--- src/rtl/clk_enable_scheduler_pkg.sv ---
// rtl/clk_enable_scheduler_pkg.sv - shared types and constants for the clock-enable scheduler
// Purpose: config FSM state encoding, default divisor, counter width and
//          channel-index width used by the scheduler top and its rate channels.
package clk_enable_scheduler_pkg;

    localparam int CFG_W       = 16;
    localparam int CFG_DEF_DIV = 10;
    localparam int CH_IDX_W    = 3;

    typedef enum logic [1:0] {
        ST_IDLE = 2'd0,
        ST_PEND = 2'd1,
        ST_DONE = 2'd2
    } cfg_state_e;

endpackage

--- src/rtl/clk_enable_scheduler_rate_channel.sv ---
// rtl/clk_enable_scheduler_rate_channel.sv - one divider channel: strobe and square wave
// Purpose: counts 0..div-1, emits a registered one-cycle strobe after each wrap
//          and toggles a square wave with it. A pending divisor is taken only at
//          the period boundary (or at once when the channel is disabled).
// Ports:
//   clk         fabric clock
//   rst         synchronous active-high reset
//   load_i      a new divisor is pending for this channel
//   div_i       the pending divisor
//   resync_i    restart the counter and clear the square wave
//   applied_o   the pending divisor is taken at this edge
//   en_pulse_o  one-cycle enable strobe
//   clk_sq_o    square wave, period 2*div
module clk_enable_scheduler_rate_channel
    import clk_enable_scheduler_pkg::*;
#(
    parameter int W       = CFG_W,
    parameter int DEF_DIV = CFG_DEF_DIV
) (
    input  logic         clk,
    input  logic         rst,
    input  logic         load_i,
    input  logic [W-1:0] div_i,
    input  logic         resync_i,
    output logic         applied_o,
    output logic         en_pulse_o,
    output logic         clk_sq_o
);

    localparam logic [W-1:0] DEF_DIV_L = W'(DEF_DIV);

    logic [W-1:0] div_q, div_d;
    logic [W-1:0] cnt_q, cnt_d;
    logic         en_q, en_d;
    logic         sq_q, sq_d;
    logic         div_zero;
    logic         wrap;

    assign div_zero  = (div_q == '0);
    // div-1 is only evaluated when div is nonzero, so it can never underflow.
    assign wrap      = !div_zero && (cnt_q == (div_q - W'(1)));
    assign applied_o = load_i && (wrap || div_zero);

    always_comb begin
        div_d = div_q;
        cnt_d = cnt_q;
        en_d  = 1'b0;
        sq_d  = sq_q;
        if (div_zero) begin
            cnt_d = '0;
        end else begin
            cnt_d = wrap ? '0 : cnt_q + W'(1);
            en_d  = wrap;
            sq_d  = sq_q ^ wrap;
        end
        // The strobe of the completing old period still fires on an apply.
        if (applied_o) begin
            div_d = div_i;
            cnt_d = '0;
        end
        // Resync overrides phase but keeps any divisor loaded in the same cycle.
        if (resync_i) begin
            cnt_d = '0;
            en_d  = 1'b0;
            sq_d  = 1'b0;
        end
    end

    always_ff @(posedge clk) begin
        if (rst) begin
            div_q <= DEF_DIV_L;
            cnt_q <= '0;
            en_q  <= 1'b0;
            sq_q  <= 1'b0;
        end else begin
            div_q <= div_d;
            cnt_q <= cnt_d;
            en_q  <= en_d;
            sq_q  <= sq_d;
        end
    end

    assign en_pulse_o = en_q;
    assign clk_sq_o   = sq_q;

endmodule

--- src/rtl/clk_enable_scheduler.sv ---
// rtl/clk_enable_scheduler.sv - programmable per-channel clock-enable scheduler
// Purpose: N_CH rate channels with run-time divisor updates through a
//          valid/ready config port; updates land on period boundaries.
// Ports:
//   clk, rst            fabric clock, synchronous active-high reset
//   cfg_valid/cfg_ready config request handshake
//   cfg_ch, cfg_div     target channel and new divisor (0 disables)
//   cfg_done, cfg_err   completion pulse, error pulse for a bad channel index
//   resync              phase-align all channels
//   en_pulse, clk_sq    per-channel strobe and square wave
module clk_enable_scheduler
    import clk_enable_scheduler_pkg::*;
#(
    parameter int N_CH    = 3,
    parameter int W       = CFG_W,
    parameter int DEF_DIV = CFG_DEF_DIV
) (
    input  logic                clk,
    input  logic                rst,
    input  logic                cfg_valid,
    output logic                cfg_ready,
    input  logic [CH_IDX_W-1:0] cfg_ch,
    input  logic [W-1:0]        cfg_div,
    output logic                cfg_done,
    output logic                cfg_err,
    input  logic                resync,
    output logic [N_CH-1:0]     en_pulse,
    output logic [N_CH-1:0]     clk_sq
);

    localparam logic [CH_IDX_W:0] N_CH_L = (CH_IDX_W+1)'(N_CH);

    cfg_state_e          state_q, state_d;
    logic [CH_IDX_W-1:0] ch_q, ch_d;
    logic [W-1:0]        div_q, div_d;
    logic                err_q, err_d;
    logic [N_CH-1:0]     load;
    logic [N_CH-1:0]     applied;

    assign cfg_ready = (state_q == ST_IDLE) && !rst;
    assign cfg_done  = (state_q == ST_DONE);
    assign cfg_err   = (state_q == ST_DONE) && err_q;

    always_comb begin
        state_d = state_q;
        ch_d    = ch_q;
        div_d   = div_q;
        err_d   = err_q;
        case (state_q)
            ST_IDLE: begin
                if (cfg_valid && cfg_ready) begin
                    ch_d    = cfg_ch;
                    div_d   = cfg_div;
                    err_d   = ({1'b0, cfg_ch} >= N_CH_L);
                    state_d = ST_PEND;
                end
            end
            ST_PEND: begin
                // A bad index touches no channel and completes right away.
                if (err_q || (|applied)) begin
                    state_d = ST_DONE;
                end
            end
            ST_DONE: begin
                state_d = ST_IDLE;
            end
            default: begin
                state_d = ST_IDLE;
            end
        endcase
    end

    always_ff @(posedge clk) begin
        if (rst) begin
            state_q <= ST_IDLE;
            ch_q    <= '0;
            div_q   <= '0;
            err_q   <= 1'b0;
        end else begin
            state_q <= state_d;
            ch_q    <= ch_d;
            div_q   <= div_d;
            err_q   <= err_d;
        end
    end

    for (genvar gi = 0; gi < N_CH; gi++) begin : g_ch
        assign load[gi] = (state_q == ST_PEND) && !err_q && (ch_q == CH_IDX_W'(gi));

        clk_enable_scheduler_rate_channel #(
            .W       (W),
            .DEF_DIV (DEF_DIV)
        ) u_ch (
            .clk        (clk),
            .rst        (rst),
            .load_i     (load[gi]),
            .div_i      (div_q),
            .resync_i   (resync),
            .applied_o  (applied[gi]),
            .en_pulse_o (en_pulse[gi]),
            .clk_sq_o   (clk_sq[gi])
        );
    end

endmodule
--- config.mk ---
export PLATFORM = sky130hd
export DESIGN_NAME = clk_enable_scheduler
export DESIGN_NICKNAME = d
export VERILOG_FILES = /design/src/rtl/clk_enable_scheduler_pkg.sv /design/src/rtl/clk_enable_scheduler_rate_channel.sv /design/src/rtl/clk_enable_scheduler.sv
export SDC_FILE = /design/constraint.sdc
export NUM_CORES = 1
export LEC_CHECK = 0
export ABC_AREA = 1
export CORE_ASPECT_RATIO = 0.75
export CORE_MARGIN = 2
export CORE_UTILIZATION = 50
export CTS_CLUSTER_DIAMETER = 100
export DETAILED_ROUTE_END_ITERATION = 8
export GPL_TIMING_DRIVEN = 0
export PLACE_DENSITY = 0.68
export SLEW_MARGIN = 10
export SYNTH_ARGS = -nofsm -noshare
export SYNTH_HDL_FRONTEND = slang
export SYNTH_SLANG_ARGS = --single-unit
--- constraint.sdc ---
create_clock -name clk -period 4.55 [get_ports clk]
set_input_delay 0.6825 -clock clk [delete_from_list [all_inputs] [get_ports clk]]
set_output_delay 0.6825 -clock clk [all_outputs]
set_load 0.005 [all_outputs]
==> flow_metrics.tcl <==
set metrics [dict create \
    cp.arrival_ns 2.22 \
    drtAntennaViolNets 0 \
    grt_max_degree 17 \
    rrSetupSlack_ns 1.92 \
    cts-buffers-inserted 17 \
    htreeDepth 4 \
    cts_num_sinks 124 \
    internal-power_mw 2.02 \
    hold_class "register to register" \
    netlist_area_mm2 0.00685 \
    comb_power_share_pct 3.4 \
    power_frac_clock_pct 54.5 \
    final_cell_mix "238 x nand2_1, 157 x nor2_1, 124 x dfxtp_1" \
    wl_um 17300 \
    final.min_clock_period_ns 2.90 \
    first_pass_iters 5 \
    cts_tree "done" \
    ir_worst_vdd_mv 0.291 \
    synth_flop_cell "dfxtp_1" \
    rows 37 \
    fin_tns_setup_ns 0 \
    tightestPinTransition_ns 0.947 \
    dp_cells 1204 \
    min_to "g_ch[2].u_ch.clk_sq_o$_SDFFE_PP0P_" \
    cts_hold_buffers 0 \
    grt.busiest_layer "met1" \
    vias 6308 \
    finalNetCount 1080 \
    drv_cap 0 \
    cts_root_buffer "clkbuf_16" \
    drc 0 \
    port-buffer-count 31 \
    syn-num-nets 1030 \
    viasPerCell 5.10 \
    fin_area_mm2 0.00801 \
    synth_area_per_cell_um2 6.87 \
    setup_viol 0 \
    fp.coreArea_mm2 0.0136 \
    grt_pass1_wl_um 28700 \
    gp_congestion 0.881 \
    reg2reg_depth 15 \
    initial_utilization_pct 50.5 \
    start_kind "input port" \
    endpoint_kind "output pin" \
    clockBufferDepth 2 \
    p_total_mw 2.66 \
    die_h_um 105 \
    holdPathStages 2 \
    io_pins 32 \
    synth-edff-count 0 \
    hold_viol 0 \
    drv_slew 0 \
    grt_overflow 0 \
    worstHoldStart "g_ch[2].u_ch.clk_sq_o$_SDFFE_PP0P_" \
    slew_headroom_pct 36.4 \
    ctsResizeCount 0 \
    rsz0062_at_grt "false" \
    status "finished clean" \
    final_common_cell "nand2_1" \
    antenna_cells 0 \
    post-cts-setup-buffers 0 \
    yosysWarnings 0 \
    p_switching_mw 0.637 \
    p_seq_share_pct 42.1 \
    drt-initial-drc-count 544 \
    antenna_found_initial 0 \
    grt_util_met3_pct 6.36 \
    grt_pass1_vias 5689 \
    final_cells 1236 \
    place_area_mm2 0.00738 \
    path_clk_slew_ns 0.06 \
    critical_path_class "input port to output pin" \
    wl_per_cell_um 14.0 \
    switching_share_pct 24.0 \
    synth_cell_type_count 46 \
    fin_util_pct 59.0 \
    r2r-end "g_ch[0].u_ch.cnt_q[10]$_SDFF_PP0_" \
    dieArea_mm2 0.0147 \
    place_hpwl_um 13200 \
    crit-reg2reg-launch "g_ch[0].u_ch.div_q[0]$_SDFFE_PP0P_" \
    fin_skew_ns 0.00738 \
    synth_seq_cells 124 \
    power.density_mw_per_mm2 332 \
    netlist_instances 998 \
    seq_area_frac_synth_pct 36.2 \
    fmax_mhz 344 \
    gr-usage-met1_pct 37.6 \
    die_x_um 139 \
    area_delta_synth_final_pct 16.9 \
    drive_above_1_share_pct 9.52 \
    grtUsageTotal_pct 24.7 \
    required_ns 3.87 \
    post-route-period-util_pct 63.8 \
    clk_latency_ns 0.43 \
    grt.met2_usage_pct 33.3 \
    async_flop_share_pct 0 \
    p_leak_nw 3.48 \
    critPathMaxFanout 10 \
]
==> cell type report <==
class / instances / area, um2
inverters: 113 / 424
fillers: 1294 / 5560
well taps: 175 / 219
flip-flops and latches: 124 / 2480
clock buffers: 17 / 425
multi-input cells: 732 / 3760
repair buffers: 31 / 310
clock inverters: 15 / 200
plain buffers: 29 / 183
==> per-stage QoR <==
step	setup slack [ns]	hold slack, ns
after floorplan	2.51	0.423
final	1.65	0.467
after CTS	1.65	0.467
after detailed placement	1.65	0.456
after global placement	1.69	0.452
after global routing	1.56	0.490
==> critical path: stages <==
cell	delay (ns)
clkdlybuf4s50_1	0.43
clkbuf_1	0.26
nor3_1	0.28
clkdlybuf4s50_1	0.57
==> flip-flops by register name (all words and copies together) (netlist names) <==
register              flops
g_ch.u_ch.div_q          48
g_ch.u_ch.clk_sq_o        3
ch_q                      3
g_ch.u_ch.en_pulse_o      3
state_q                   2
err_q                     1
g_ch.u_ch.cnt_q          48
div_q                    16
==> cells in the mapped netlist, types with 2 or more instances <==
cell	instances	area [um2]
a211oi_2	3	37.5
o21a_1	17	128
nor3b_1	9	67.6
or2_2	2	12.5
nand3_1	53	265
buf_2	7	35.0
nor2_2	15	93.8
o21bai_1	2	15.0
a211oi_1	4	30.0
and3_1	2	12.5
nand2_4	2	22.5
nor3_1	19	95.1
o211ai_1	6	45.0
or2_1	2	12.5
ha_1	9	113
nand4_1	14	87.6
xnor2_1	18	158
nor4_1	2	12.5
clkbuf_1	8	30.0
nor2_1	157	589
inv_2	2	7.51
buf_4	7	52.6
a21oi_1	63	315
buf_6	5	56.3
o21ai_0	21	105
nor3_2	3	30.0
nand3_2	3	30.0
nand3b_1	12	90.1
inv_1	110	413
o21ai_1	2	10.0
dfxtp_1	124	2480
nor2_4	4	45.0
a31oi_1	2	12.5
nand2_2	7	43.8
xor2_1	32	280
nand2_1	238	893
a21oi_2	3	26.3
==> worst max path at each step <==
stage                                                  start  depth (start not counted)                       to
after floorplan           g_ch[0].u_ch.div_q[0]$_SDFFE_PP0P_                         15  state_q[0]$_SDFFE_PP0P_
after global placement                                   rst                          4                cfg_ready
after detailed placement                                 rst                          4                cfg_ready
after CTS                                                rst                          4                cfg_ready
after global routing                                     rst                          4                cfg_ready
final                                                    rst                          4                cfg_ready
==> per-layer routing <==
layer	routed length, um	share of wire (%)
met3	1120	6.5
met2	6680	39
met5	0	0
met1	9130	53
met4	323	1.9
==> cells by family (layout without fill, tap and decap cells) <==
kind of cell / count (synthesis) / after routing / synth area share, %
adder cells (fa/ha/maj): 9 / 9 / 1.64
flip-flops: 124 / 124 / 36.2
AO/OA/AOI/OAI: 126 / 126 / 11.1
XOR/XNOR: 51 / 51 / 6.72
AND/OR/NAND/NOR: 546 / 546 / 35.4
buffers and inverters: 142 / 205 / 8.86
==> power by group through the flow <==
stage	logic, mW	clock network [mW]	registers [mW]
5_1_grt	0.102	1.52	1.12
2_1_floorplan	0.0503	0	1.13
3_3_place_gp	0.0895	0	1.14
6_report	0.0914	1.45	1.12
3_5_place_dp	0.0901	0	1.14
4_1_cts	0.0908	1.46	1.12
No activity file was read; power rests on OpenSTA's default activity.
